## src/rtl/usart_tx_arbiter.sv

```systemverilog
// Round-robin arbiter feeding one 8N1 serial transmitter.
// Owns the bit-rate divider and the frame sequencer.
module usart_tx_arbiter #(
  parameter int NUM_REQ = 2,
  parameter int CLK_DIV = 138
) (
  input  logic                  clk,
  input  logic                  reset,
  input  logic [NUM_REQ-1:0]    req_valid,
  input  logic [8*NUM_REQ-1:0]  req_data,
  output logic [NUM_REQ-1:0]    req_ready,
  output logic [(NUM_REQ > 1 ? $clog2(NUM_REQ) : 1)-1:0] grant_id,
  output logic                  busy,
  output logic                  tx_pin
);

  localparam int IW = (NUM_REQ > 1) ? $clog2(NUM_REQ) : 1;
  localparam int CW = $clog2(CLK_DIV);

  typedef enum logic [1:0] {
    IDLE,
    START,
    DATA,
    STOP
  } state_t;

  state_t          state;
  logic [IW-1:0]   ptr;
  logic [IW-1:0]   win;
  logic [IW-1:0]   idx;
  logic            found;
  logic [7:0]      shreg;
  logic [CW-1:0]   div;
  logic [2:0]      bitcnt;
  logic            tick;

  assign tick = (div == CW'(CLK_DIV - 1));

  // Pick the first valid requester after the last winner, with wrap.
  always_comb begin
    found = 1'b0;
    win   = '0;
    idx   = '0;
    for (int k = 1; k <= NUM_REQ; k++) begin
      idx = IW'((int'(ptr) + k) % NUM_REQ);
      if (!found && req_valid[idx]) begin
        found = 1'b1;
        win   = idx;
      end
    end
  end

  // Ready only while idle and out of reset, one-hot on the winner.
  always_comb begin
    req_ready = '0;
    if (state == IDLE && !reset && found)
      req_ready = NUM_REQ'(1) << win;
  end

  // Frame sequencer: start bit, 8 data bits LSB first, stop bit.
  always_ff @(posedge clk) begin
    if (reset) begin
      state    <= IDLE;
      ptr      <= IW'(NUM_REQ - 1);
      grant_id <= '0;
      shreg    <= '0;
      div      <= '0;
      bitcnt   <= '0;
      busy     <= 1'b0;
      tx_pin   <= 1'b1;
    end else begin
      unique case (state)
        IDLE: begin
          tx_pin <= 1'b1;
          if (found) begin
            shreg    <= req_data[8*win +: 8];
            grant_id <= win;
            ptr      <= win;
            div      <= '0;
            bitcnt   <= '0;
            busy     <= 1'b1;
            tx_pin   <= 1'b0;
            state    <= START;
          end
        end
        START: begin
          if (tick) begin
            div    <= '0;
            tx_pin <= shreg[0];
            shreg  <= shreg >> 1;
            state  <= DATA;
          end else begin
            div <= div + 1'b1;
          end
        end
        DATA: begin
          if (tick) begin
            div <= '0;
            if (bitcnt == 3'd7) begin
              tx_pin <= 1'b1;
              state  <= STOP;
            end else begin
              bitcnt <= bitcnt + 1'b1;
              tx_pin <= shreg[0];
              shreg  <= shreg >> 1;
            end
          end else begin
            div <= div + 1'b1;
          end
        end
        STOP: begin
          if (tick) begin
            div   <= '0;
            busy  <= 1'b0;
            state <= IDLE;
          end else begin
            div <= div + 1'b1;
          end
        end
        default: state <= IDLE;
      endcase
    end
  end

endmodule

```

## config.mk

```make
export PLATFORM = sky130hd
export DESIGN_NAME = usart_tx_arbiter
export DESIGN_NICKNAME = d
export VERILOG_FILES = /design/src/rtl/usart_tx_arbiter.sv
export SDC_FILE = /design/constraint.sdc
export NUM_CORES = 1
export LEC_CHECK = 0
export CAP_MARGIN = 5
export CORE_ASPECT_RATIO = 0.9
export CORE_UTILIZATION = 60
export DETAILED_ROUTE_END_ITERATION = 7
export DONT_BUFFER_PORTS = 1
export PLACE_DENSITY = 0.75
export SYNTH_ARGS = -nofsm -noshare
export SYNTH_HDL_FRONTEND = slang
export SYNTH_SLANG_ARGS = --single-unit
```

## constraint.sdc

```tcl
create_clock -name clk -period 2.65 [get_ports clk]
set_clock_uncertainty 0.2 [all_clocks]
set_input_delay 0.3975 -clock clk [delete_from_list [all_inputs] [get_ports clk]]
set_output_delay 0.3975 -clock clk [all_outputs]
set_load 0.1 [all_outputs]
```

; Word level (Yosys, flattened, before mapping)
; Cells that the tools add are included.
[totals]
register_bits = 25
input_bits = 20
out_inout_bits = 5
[op_classes]
n_addsub = 4
magnitude_cmp = 2
n_eq_ne = 11
shift = 2
muxes = 35
n_reduce_logical = 16
[ops]
columns = op, count
row1 = $mux 8, 6
row2 = $pmux 8 s3, 1
row3 = $pmux 8 s2, 1
row4 = $shiftx 16x5->8, 1
row5 = $mux 1, 14
row6 = $mux 2, 6
row7 = $ne 2x2->1 const B, 6
row8 = $reduce_and 5->1, 2
row9 = $mux 3, 3
row10 = $add 8x1->8 const B, 1
row11 = $eq 8x8->1 const B, 1
row12 = $pmux 2 s4, 1
row13 = $pmux 3 s2, 1
row14 = $reduce_and 3->1, 2
row15 = $eq 2x2->1 const B, 2
row16 = $lt 1x2->1 const B, 2
row17 = $reduce_and 4->1, 1
row18 = $reduce_bool 2->1, 2
row19 = $add 3x1->3 const B, 1
row20 = $eq 3x3->1 const B, 1
row21 = $logic_and 1x1->1, 3
row22 = $pmux 1 s3, 1
row23 = $reduce_bool 3->1, 1
row24 = $reduce_or 3->1, 1
row25 = other kinds (7), 9

; Depth between registers and ports, before layout
[logic_depth]
depth_word = 10
depth_mapped = 7
depth_no_buf = 6

; Worst setup path after synthesis
; No wires, ideal clock.
[synth_path]
kind = reg2out
from = register state[0]
to = output req_ready[0]
arrival_ns = 4.049
required_time_ns = 2.053
slack_ns = -1.997
path_stages_with_launch = 5
path_buffers = 1
path_cell_list = dfxtp_1 > inv_1 > ha_1 > clkbuf_1 > nor4b_1
[synth_via]
elab_chain_cells = 4
[synth_lines]
columns = element, line
row1 = "start, declared", 27  ; state_t state;
row2 = "start signal, assigned", 63  ; state <= IDLE;
row3 = "start signal, assigned", 83  ; state <= START;
row4 = "start signal, assigned", 91  ; state <= DATA;
row5 = $logic_not 2->1, 56  ; if (state == IDLE && !reset && found)
row6 = $logic_and 1x1->1 (2 in series), 56
row7 = $mux 2, 56
row8 = "end, declared", 11  ; output logic [NUM_REQ-1:0] req_ready,
; Every way passes these cells.

; Final worst setup path
; Ends and elaborated chain as after synthesis.

==> summary.md <==
| Metric | Value |
|---|---|
| Pwr Density | `1010 nW/um^2` |
| Tmin final | `2.52 ns` |
| Buffer levels on the longest clock path | `2` |
| Post-synthesis async set-or-reset flop share | `0` |
| Post-Synth Simple-Gate Area | `0.191` |
| Initial antenna violation count | `0` |
| Worst setup SP type | `flop` |
| Number of buffers created by CTS | `3` |
| Detail-routed via count per cell | `6.28` |
| Standard cell area after detailed placement | `1570 um^2` |
| Share of total power in the clock network | `0.107` |
| Area enclosed by the die boundary | `2750 um^2` |
| Req. time, crit path | `2.05 ns` |
| Final clock period utilization by the worst path | `0.950` |
| DRT Wirelength | `3170 um` |
| Largest vdd supply drop | `0.000718 V` |
| Final design area excluding fillers | `1610 um^2` |
| Number of enable flip-flop cells after synthesis | `0` |
| Combinational power share | `0.567` |
| Startpoint of the worst register-to-register path | `state[0]$_SDFFE_PP0P_` |
| Area growth from synthesis to layout | `5.50%` |
| Type of the worst setup path | `reg2out` |
| Horizontal extent of the die | `55.1 um` |
| Worst setup path end | `req_ready[0]` |
| Transition time at the pin with the least slew margin | `0.534 ns` |
| Area of the core | `2280 um^2` |
| Slew Limit Fails | `0` |
| Sequential fraction of design power | `0.326` |
| Yosys synthesis warning count | `0` |
| Number of core rows | `16` |
| Vias in the first global route | `1219` |
| Worst Path Max Fanout | `16` |
| Maximum clock rate | `397 MHz` |
| Sequential standard cell area | `500 um^2` |
| Worst slew margin | `0.643` |
| Post-CTS setup buffer count | `0` |
| Synth Net Count | `198` |
| Worst endpoint data arrival time | `1.92 ns` |
| First-pass DRT Iterations | `4` |
| Count of cell types in the netlist | `45` |
| Number of H-tree levels | `1` |
| Type of element capturing the critical path | `output port` |
| Setup ws final | `0.131 ns` |
| Filler Cell Count | `186` |
| Leakage power | `0.672 nW` |
| Port Buffer Count | `0` |
| Height of the die | `49.8 um` |
| Fraction of the mapped netlist area in adder cells | `0.0656` |
| Mapped cell area | `1530 um^2` |
| Overflow after GRT | `0` |
| Synth Area in Compound Gates | `0.214` |
| Setup repair after global routing missed its margin | `no` |
| Combinational family with the most area after synthesis | `compound AO/OA/AOI/OAI gates` |
| CTS tree | `yes` |
| Share of final-layout standard cells stronger than drive strength 1 | `0.184` |
| Sw frac | `0.461` |
| Io pins | `25` |
| Worst min-delay path category | `in2reg` |
| Clock-pin slew reported for the worst setup and hold paths after clock tree synthesis | `0.14 ns` |
| Post-detail-place hpwl | `2330 um` |
| Fraction of synthesized area in multiplexers | `0.125` |
| Fin. Hold Viols | `0` |
| Pre-CTS setup slack | `0.211 ns` |
| Nets | `203` |
| Net load switching power | `752 uW` |
| Clk sinks | `25` |
| DRC violation total after the first TritonRoute iteration | `38` |
| Total area of multi-input combinational cells | `923 um^2` |
| Most used flip-flop cell after synthesis | `dfxtp_1` |
| Start point of the critical path | `state[0]$_SDFFE_PP0P_` |
| Final estimated routing congestion in global placement | `0.818` |
| Internal Power | `881 uW` |
| Inserted Diodes | `0` |
| Synthesis-stage register bit count | `25` |
| Total of endpoints with negative setup slack in the final report | `0` |
| Pin count of the biggest net entering global routing | `19` |
| DR vias | `1262` |
| Cells after Synth | `170` |
| Wire length of the first global-routing pass | `5280 um` |
| Initial core utilization | `0.668` |
| Avg Synthesized Cell Area | `8.97 um^2` |
| Routed len/inst | `15.8 um` |
| Source-to-sink clock delay at the later pin of the worst-skew pair | `0.33 ns` |
| Number of max-cap violations | `0` |
| Status | `finished clean` |
| Overall track demand over capacity in global routing | `0.266` |
| Seq/Total Area, Yosys | `0.328` |
| DRT antenna net count | `0` |
| Parity-gate share of the synthesized area counting xor and xnor cells | `0` |
| Sum of negative setup slack | `0 ns` |
| Cell count of the worst reg-to-reg path | `6` |
| CTS Root Buffer Type | `clkbuf_4` |
| Capture point of the worst reg-to-reg path | `shreg[0]$_SDFFE_PP0P_` |
| Number of remaining DRC errors | `0` |
| Register-to-register path setup slack | `0.20 ns` |
[per-layer routing]
layer	vias to the layer above	track usage	routed length (um)
li1	626	-	-
met5	-	0	0
met3	2	0.0833	235
met2	43	0.416	1570
met1	591	0.339	1340
met4	0	0.0917	14
[state kept, by name, indices dropped and copies added, names as in the netlist]
name,cells
ptr,1
grant_id,1
shreg,8
state,2
busy,1
div,8
bitcnt,3
tx_pin,1
[cell usage after synthesis, types with 3 or more instances]
cell type / instances / area share
dfxtp_1: 25 / 0.33
o21ai_0: 17 / 0.056
nand2_1: 16 / 0.039
inv_1: 13 / 0.032
a21oi_1: 12 / 0.039
mux2i_1: 10 / 0.066
ha_1: 8 / 0.066
mux2_2: 8 / 0.059
nor2_1: 8 / 0.020
nor3_1: 4 / 0.013
a21o_1: 3 / 0.015
and3_1: 3 / 0.012
clkbuf_8: 3 / 0.027
[layout by cell type, fill, tap and decap left out, types with 2 or more instances in the layout]
master,count
dfxtp_1,25
o21ai_0,17
nand2_1,16
inv_1,13
a21oi_1,12
mux2i_1,10
nor2_1,8
mux2_2,8
ha_1,8
buf_4,6
nor3_1,4
and3_1,3
a21o_1,3
clkbuf_4,3
and3_2,2
a31oi_1,2
o31a_1,2
a22o_1,2
nand3_1,2
a32o_1,2
[layout make-up]
type / count / area share
multi-input combinational: 124 / 0.574
sequential: 25 / 0.311
timing repair buffer: 8 / 0.0467
inverter: 13 / 0.0303
tap: 27 / 0.0210
clock buffer: 3 / 0.0140
clock inverter: 1 / 0.00311
[power groups by stage]
stage	clock network (mW)	logic, mW	registers [mW]
after floorplan	0	0.692	0.632
after global placement	0	0.882	0.533
after detailed placement	0	0.923	0.539
after CTS	0.181	0.928	0.531
after global routing	0.192	1.01	0.543
final	0.175	0.926	0.532
[worst max-delay path: stages (launching register included)]
cell     delay, ns
dfxtp_1       0.36
inv_1         0.13
ha_1          0.49
nor4b_4       0.29
buf_4         0.33
[logic make-up (layout without fill, tap and decap cells)]
family	after synthesis	after routing
buffers and inverters	21	25
flip-flops	25	25
multiplexers	18	18
AND/OR/NAND/NOR	48	48
AO/OA/AOI/OAI	50	50
adder cells (fa/ha/maj)	8	8
[through the flow]
| stage | hold WS [ns] | power (mW) | utilization | cells |
|---|---|---|---|---|
| 2_1_floorplan | 0.231 | 1.32 | - | 170 |
| 3_3_place_gp | 0.242 | 1.41 | 0.689 | 196 |
| 3_5_place_dp | 0.253 | 1.46 | 0.689 | 196 |
| 4_1_cts | 0.0277 | 1.64 | 0.705 | 201 |
| 5_1_grt | 0.0319 | 1.75 | 0.705 | 201 |
| 6_report | 0.0415 | 1.63 | 0.705 | 201 |
[worst min path at each step]
stage	cells after the start	startpoint	end	slack, ns
CTS	2	reset	shreg[7]$_SDFFE_PP0P_	0.03
detailed placement	2	shreg[3]$_SDFFE_PP0P_	shreg[3]$_SDFFE_PP0P_	0.25
global route	3	reset	shreg[5]$_SDFFE_PP0P_	0.03
finish	2	reset	shreg[7]$_SDFFE_PP0P_	0.04
floorplan	2	shreg[0]$_SDFFE_PP0P_	shreg[0]$_SDFFE_PP0P_	0.23
global placement	2	shreg[4]$_SDFFE_PP0P_	shreg[4]$_SDFFE_PP0P_	0.24
[timing repair]
item,CTS,global route
hold endpoints to repair,8,0
hold buffers,1,0
resized for setup,0,0
No activity file was read; power rests on OpenSTA's default activity.
